`src/rtl/iter_div_responder.sv`:
```
// Multi-cycle radix-2 restoring divider, responder end of the EXE divide handshake.
// Produces {quotient, remainder} WIDTH+1 cycles after acceptance; cancel aborts an op in flight.
module iter_div_responder #(
  parameter int WIDTH = 32
) (
  input  logic               clk,
  input  logic               reset,
  input  logic               div_signed,
  input  logic [WIDTH-1:0]   s_axis_divisor_tdata,
  input  logic               s_axis_divisor_tvalid,
  output logic               s_axis_divisor_tready,
  input  logic [WIDTH-1:0]   s_axis_dividend_tdata,
  input  logic               s_axis_dividend_tvalid,
  output logic               s_axis_dividend_tready,
  input  logic               cancel,
  output logic [2*WIDTH-1:0] m_axis_dout_tdata,
  output logic               m_axis_dout_tvalid
);

  localparam int CW = $clog2(WIDTH + 1);

  typedef enum logic [1:0] {
    IDLE,
    CALC,
    DONE
  } state_t;

  state_t             state_q, state_d;
  logic [CW-1:0]      cnt_q, cnt_d;
  logic [WIDTH-1:0]   dvd_q, dvd_d;     // dividend bits shift out, quotient bits shift in
  logic [WIDTH-1:0]   rem_q, rem_d;
  logic [WIDTH-1:0]   dsr_q, dsr_d;
  logic               neg_quo_q, neg_quo_d;
  logic               neg_rem_q, neg_rem_d;
  logic               dz_q, dz_d;
  logic [2*WIDTH-1:0] dout_q, dout_d;

  logic               accept;
  logic               dvd_neg, dsr_neg;
  logic [WIDTH:0]     partial, diff;
  logic               ge;
  logic [WIDTH-1:0]   step_rem, step_quo, fix_quo, fix_rem;

  // Partial remainder stays below the divisor, so a WIDTH+1-bit subtract
  // yields a correct sign bit.
  always_comb begin
    partial  = {rem_q, dvd_q[WIDTH-1]};
    diff     = partial - {1'b0, dsr_q};
    ge       = ~diff[WIDTH];
    step_rem = ge ? diff[WIDTH-1:0] : partial[WIDTH-1:0];
    step_quo = {dvd_q[WIDTH-2:0], ge};
    // Negating |dividend| restores the raw dividend, which covers divide-by-zero too.
    fix_quo  = dz_q ? '1 : (neg_quo_q ? -step_quo : step_quo);
    fix_rem  = neg_rem_q ? -step_rem : step_rem;
  end

  assign dvd_neg = div_signed & s_axis_dividend_tdata[WIDTH-1];
  assign dsr_neg = div_signed & s_axis_divisor_tdata[WIDTH-1];
  assign accept  = (state_q == IDLE) & s_axis_divisor_tvalid & s_axis_dividend_tvalid & ~cancel;

  // NOTE: every _d gets its hold value first, so no path through the case leaves
  // a signal unassigned and no latch is inferred.
  always_comb begin
    state_d   = state_q;
    cnt_d     = cnt_q;
    dvd_d     = dvd_q;
    rem_d     = rem_q;
    dsr_d     = dsr_q;
    neg_quo_d = neg_quo_q;
    neg_rem_d = neg_rem_q;
    dz_d      = dz_q;
    dout_d    = dout_q;
    unique case (state_q)
      IDLE: begin
        if (accept) begin
          state_d   = CALC;
          cnt_d     = '0;
          rem_d     = '0;
          dvd_d     = dvd_neg ? -s_axis_dividend_tdata : s_axis_dividend_tdata;
          dsr_d     = dsr_neg ? -s_axis_divisor_tdata : s_axis_divisor_tdata;
          neg_quo_d = dvd_neg ^ dsr_neg;
          neg_rem_d = dvd_neg;
          dz_d      = (s_axis_divisor_tdata == '0);
        end
      end
      CALC: begin
        if (cancel) begin
          state_d = IDLE;
          cnt_d   = '0;
        end else begin
          rem_d = step_rem;
          dvd_d = step_quo;
          cnt_d = cnt_q + CW'(1);
          if (cnt_q == CW'(WIDTH - 1)) begin
            state_d = DONE;
            cnt_d   = '0;
            dout_d  = {fix_quo, fix_rem};
          end
        end
      end
      DONE:    state_d = IDLE;
      default: state_d = IDLE;
    endcase
  end

  // NOTE: state registers use non-blocking assignments so every flop samples
  // pre-edge values regardless of statement order.
  always_ff @(posedge clk) begin
    if (reset) begin
      state_q   <= IDLE;
      cnt_q     <= '0;
      dvd_q     <= '0;
      rem_q     <= '0;
      dsr_q     <= '0;
      neg_quo_q <= 1'b0;
      neg_rem_q <= 1'b0;
      dz_q      <= 1'b0;
      dout_q    <= '0;
    end else begin
      state_q   <= state_d;
      cnt_q     <= cnt_d;
      dvd_q     <= dvd_d;
      rem_q     <= rem_d;
      dsr_q     <= dsr_d;
      neg_quo_q <= neg_quo_d;
      neg_rem_q <= neg_rem_d;
      dz_q      <= dz_d;
      dout_q    <= dout_d;
    end
  end

  assign s_axis_divisor_tready  = (state_q == IDLE);
  assign s_axis_dividend_tready = (state_q == IDLE);
  assign m_axis_dout_tdata      = dout_q;
  // A flush arriving in the DONE cycle suppresses the pulse in that same cycle.
  assign m_axis_dout_tvalid     = (state_q == DONE) & ~cancel;

endmodule
```
`config.mk`:
```
export PLATFORM = sky130hd
export DESIGN_NAME = iter_div_responder
export DESIGN_NICKNAME = d
export VERILOG_FILES = /design/src/rtl/iter_div_responder.sv
export SDC_FILE = /design/constraint.sdc
export NUM_CORES = 1
export LEC_CHECK = 0
export BUFFER_PORTS_ARGS = -buffer_cell sky130_fd_sc_hd__buf_2
export CAP_MARGIN = 30
export CORE_ASPECT_RATIO = 1.75
export CORE_MARGIN = 10
export CORE_UTILIZATION = 45
export DETAILED_ROUTE_END_ITERATION = 8
export PLACE_DENSITY = 0.67
export SYNTH_ARGS = -nofsm -noshare
export SYNTH_HDL_FRONTEND = slang
export SYNTH_SLANG_ARGS = --single-unit
```
`constraint.sdc`:
```
create_clock -name clk -period 4.7 [get_ports clk]
set_input_delay 0 -clock clk [delete_from_list [all_inputs] [get_ports clk]]
set_output_delay 0 -clock clk [all_outputs]
set_load 0.05 [all_outputs]
```
==> Implementation_results.wiki <==
{| class="wikitable"
! Metric !! Value
|-
| Total negative slack || 0 ns
|-
| Syn nets || 1,714
|-
| Via-per-instance ratio || 5.93
|-
| Final period util || 99.0%
|-
| Final WL || 42,600 µm
|-
| Clock network latency to the later pin of the worst-skew pair || 0.46 ns
|-
| Setup crit end kind || flop
|-
| Netlist area before placement || 11,900 µm²
|-
| Endpoint, Worst Hold || dvd_q[8]
|-
| Synth Warn # || 0
|-
| Post-synthesis average cell area || 7.41 µm²
|-
| Required time worst endpoint || 5.06 ns
|-
| Synthesized netlist cell count || 1,606
|-
| Async set-reset flop share out of synthesis || 0%
|-
| Number of endpoints with negative hold slack in the final report || 0
|-
| Leakage power summed over all cells || 5.84 nW
|-
| Initial antenna violation count || 2
|-
| Sink count of the clock tree || 171
|-
| Worst clock skew || 0.0145 ns
|-
| Core outline area || 26,100 µm²
|-
| GRT overflow || 0
|-
| Share of Yosys cell area claimed by the top area cell type || 28.8%
|-
| Final max-slew violation count || 0
|-
| Startpoint of the worst hold path || s_axis_dividend_tdata[8]
|-
| CTS tree || built
|-
| Status || completed
|-
| Wire length of the first global-routing pass || 65,900 µm
|-
| Sequential share of the synthesized area || 28.8%
|-
| Pin count of the biggest net entering global routing || 86
|-
| Worst ir drop on vdd || 269 µV
|-
| Tightest hold margin || 0.0164 ns
|-
| Reg2reg setup slack || 0.05 ns
|-
| Fraction of layout instances using a drive strength above 1 || 18.2%
|-
| Largest fanout on the critical path || 5
|-
| Fill count || 2,504
|-
| Power density of the placed cells || 293 nW/µm²
|-
| Buffer levels on the longest clock path || 2
|-
| Number of nets in the layout || 1,893
|-
| Yosys top cell by area || sky130_fd_sc_hd__dfxtp_1
|-
| H-tree lvl count || 4
|-
| Master cell of the clock root buffer || sky130_fd_sc_hd__clkbuf_16
|-
| Clock slew seen by the registers of the worst setup and hold paths || 0.08 ns
|-
| Hold Path Class || input pin to flop
|-
| Antenna violation net count after detailed routing || 0
|-
| Area of the die || 33,600 µm²
|-
| RSZ-0062 raised after global routing || yes
|-
| Width of the chip || 143 µm
|-
| Routed via count || 12,571
|-
| All-Layer GR Usage || 24.9%
|-
| Top cells by area, synth || sky130_fd_sc_hd__dfxtp_1 (29%), sky130_fd_sc_hd__nor2_1 (8.6%), sky130_fd_sc_hd__a211oi_1 (5.9%), sky130_fd_sc_hd__a21oi_1 (5.5%), sky130_fd_sc_hd__xor2_1 (5.1%)
|-
| Synthesis-to-layout area growth || 21.2%
|-
| Worst Tran Pin Value || 1.07 ns
|-
| CP Data Arrival Time || 5.01 ns
|-
| Routability cong. || 0.971
|-
| Tightest slew margin relative to the limit || 28.9%
|-
| Effective utilization at floorplan || 45.7%
|-
| Worst Hold Depth || 5
|-
| Core Rows || 78
|-
| First drt pass iteration count || 5
|-
| I/O Buffers || 136
|-
| Count of unique library cells instantiated by Yosys || 86
|-
| Final min period || 4.65 ns
|-
| Max_cap viols || 0
|-
| Most used flip-flop cell after synthesis || sky130_fd_sc_hd__dfxtp_1
|-
| Flip-flop and latch count after synthesis || 171
|-
| Type of the worst setup path || flop to flop
|-
| HPWL reported at the end of detailed placement || 32,200 µm
|-
| Chip Height || 235 µm
|-
| Setup crit start kind || flop
|-
| Via count of the first global-routing pass || 12,692
|-
| R2R depth || 20
|-
| Number of synthesized flops with an enable pin || 0
|-
| Drc violations || 0
|-
| Highest clock rate || 215 MHz
|-
| Number of failing setup endpoints in the final timing report || 0
|-
| Detail-routed net length per standard cell || 20.1 µm
|-
| Top-level port count || 137
|-
| Launching point of the worst reg2reg path || rem_q[28]
|-
| Worst R2R End || m_axis_dout_tdata[28]
|-
| Clock buffer count from CTS || 17
|-
| Number of DRC markers in iteration 0 || 684
|}
-- worst max-delay path by stage --
stage,from,endpoint,slack (ns),cells past startpoint
after floorplan,dvd_q[31],m_axis_dout_tdata[28],-0.22,25
after CTS,dvd_q[31],m_axis_dout_tdata[28],0.01,24
after global placement,dsr_q[25],m_axis_dout_tdata[28],0.08,21
after global routing,dsr_q[7],m_axis_dout_tdata[28],-0.18,21
after detailed placement,dvd_q[31],m_axis_dout_tdata[28],-0.03,24
final,rem_q[28],m_axis_dout_tdata[28],0.05,20
-- flip-flops by register name, summed over array words and instances (netlist names) --
signal	cells
cnt_q	6
dvd_q	32
dz_q	1
dsr_q	32
neg_quo_q	1
state_q	2
neg_rem_q	1
m_axis_dout_tdata	64
rem_q	32
-- cell usage in the layout (no fill, tap or decap), drive strengths merged, types with 12 or more instances in the layout --
master	n
o21ai	79
nand3	26
clkbuf	17
nand2	129
o21a	12
o41ai	12
or3	25
buf	228
mux2i	21
xnor2	55
dfxtp	171
nor3	54
a31oi	35
or4	15
ha	37
o211ai	12
nor2	274
and3	14
inv	59
dlygate4sd3	35
o31ai	20
xor2	69
nand4	19
and2	13
a211oi	93
a21o	12
a21oi	135
-- report_power, final --
group | internal (W) | switching [W] | total [W]
sequential | 0.00148 | 0.0000320 | 0.00151
clock | 0.000902 | 0.000669 | 0.00157
combinational | 0.000439 | 0.000704 | 0.00114
-- metrics by stage --
| step | setup slack [ns] | instance area (µm²) | std cells | utilization (%) | power [W] |
|---|---|---|---|---|---|
| floorplan | -0.222 | 12000 | 1606 | - | 0.00227 |
| global placement | 0.0764 | 13200 | 2039 | 50.8 | 0.00259 |
| detailed placement | -0.0322 | 13200 | 2039 | 50.8 | 0.00259 |
| CTS | 0.00987 | 14200 | 2106 | 54.7 | 0.00418 |
| global route | -0.183 | 14400 | 2120 | 55.4 | 0.00440 |
| finish | 0.0473 | 14400 | 2120 | 55.4 | 0.00422 |
-- final cells by class --
class	count	area (µm²)	area share, %
antenna	2	5.00	0.0347
clock buffer	17	425	2.95
clock inverter	15	213	1.47
inverter	54	210	1.46
multi-input combinational	1278	8010	55.5
sequential	171	3430	23.8
tap	320	400	2.78
timing repair buffer	263	1740	12.0
-- critical path, stage by stage (launching register included) --
cell and delay [ns]:
sky130_fd_sc_hd__dfxtp_1 0.39, sky130_fd_sc_hd__ha_4 0.24, sky130_fd_sc_hd__a21o_1 0.20, sky130_fd_sc_hd__a21o_1 0.19, sky130_fd_sc_hd__a221oi_2 0.27, sky130_fd_sc_hd__o31ai_2 0.13, sky130_fd_sc_hd__a311o_1 0.36, sky130_fd_sc_hd__and2_4 0.19
sky130_fd_sc_hd__inv_6 0.08, sky130_fd_sc_hd__nor2_2 0.05, sky130_fd_sc_hd__a21oi_4 0.15, sky130_fd_sc_hd__ha_4 0.18, sky130_fd_sc_hd__inv_4 0.04, sky130_fd_sc_hd__nor4_4 0.14, sky130_fd_sc_hd__nand3b_1 0.13, sky130_fd_sc_hd__or4_4 0.45
sky130_fd_sc_hd__a211oi_2 0.24, sky130_fd_sc_hd__a41oi_2 0.07, sky130_fd_sc_hd__or3_4 0.39, sky130_fd_sc_hd__o41a_1 0.35, sky130_fd_sc_hd__a2111oi_2 0.31
-- Yosys cell counts (11+ instances only) --
library cell,n
sky130_fd_sc_hd__ha_1,37
sky130_fd_sc_hd__xnor2_1,55
sky130_fd_sc_hd__mux2i_1,21
sky130_fd_sc_hd__a31oi_1,33
sky130_fd_sc_hd__or4_1,12
sky130_fd_sc_hd__clkbuf_1,81
sky130_fd_sc_hd__inv_1,53
sky130_fd_sc_hd__nand4_1,18
sky130_fd_sc_hd__or3_1,24
sky130_fd_sc_hd__o211ai_1,12
sky130_fd_sc_hd__o31ai_1,20
sky130_fd_sc_hd__a21o_1,12
sky130_fd_sc_hd__nor3_1,53
sky130_fd_sc_hd__and2_1,11
sky130_fd_sc_hd__a211oi_1,93
sky130_fd_sc_hd__nand2_1,129
sky130_fd_sc_hd__a21oi_1,130
sky130_fd_sc_hd__nor2_1,273
sky130_fd_sc_hd__o21ai_0,74
sky130_fd_sc_hd__and3_1,14
sky130_fd_sc_hd__dfxtp_1,171
sky130_fd_sc_hd__o21a_1,12
sky130_fd_sc_hd__xor2_1,69
sky130_fd_sc_hd__nand3_1,26
-- per-layer routing --
metal  up-vias  global-route usage (%)  routed length, µm
li1       6123                       -                  -
met1      5911                    21.7              14000
met2       374                    46.5              23100
met3       163                    3.01               1230
met4         0                    23.9               4270
met5         -                       0                  0
-- logic make-up after synthesis --
| family | count (synthesis) | synth area share [%] |
|---|---|---|
| AND/OR/NAND/NOR | 627 | 24.6 |
| buffers and inverters | 157 | 5.53 |
| adder cells (fa/ha/maj) | 38 | 4.06 |
| XOR/XNOR | 124 | 9.12 |
| AO/OA/AOI/OAI | 462 | 25.6 |
| multiplexers | 27 | 2.33 |
| flip-flops | 171 | 28.8 |
-- repair_timing --
action                     in CTS  in global routing
gates resized for setup         1                 22
setup buffers                   0                 12
pin swaps                       5                 10
hold endpoints to repair       34                  0
hold buffers                   35                  0
setup endpoints to repair       1                  4
Note: power is estimated with default switching activity, not from simulation.
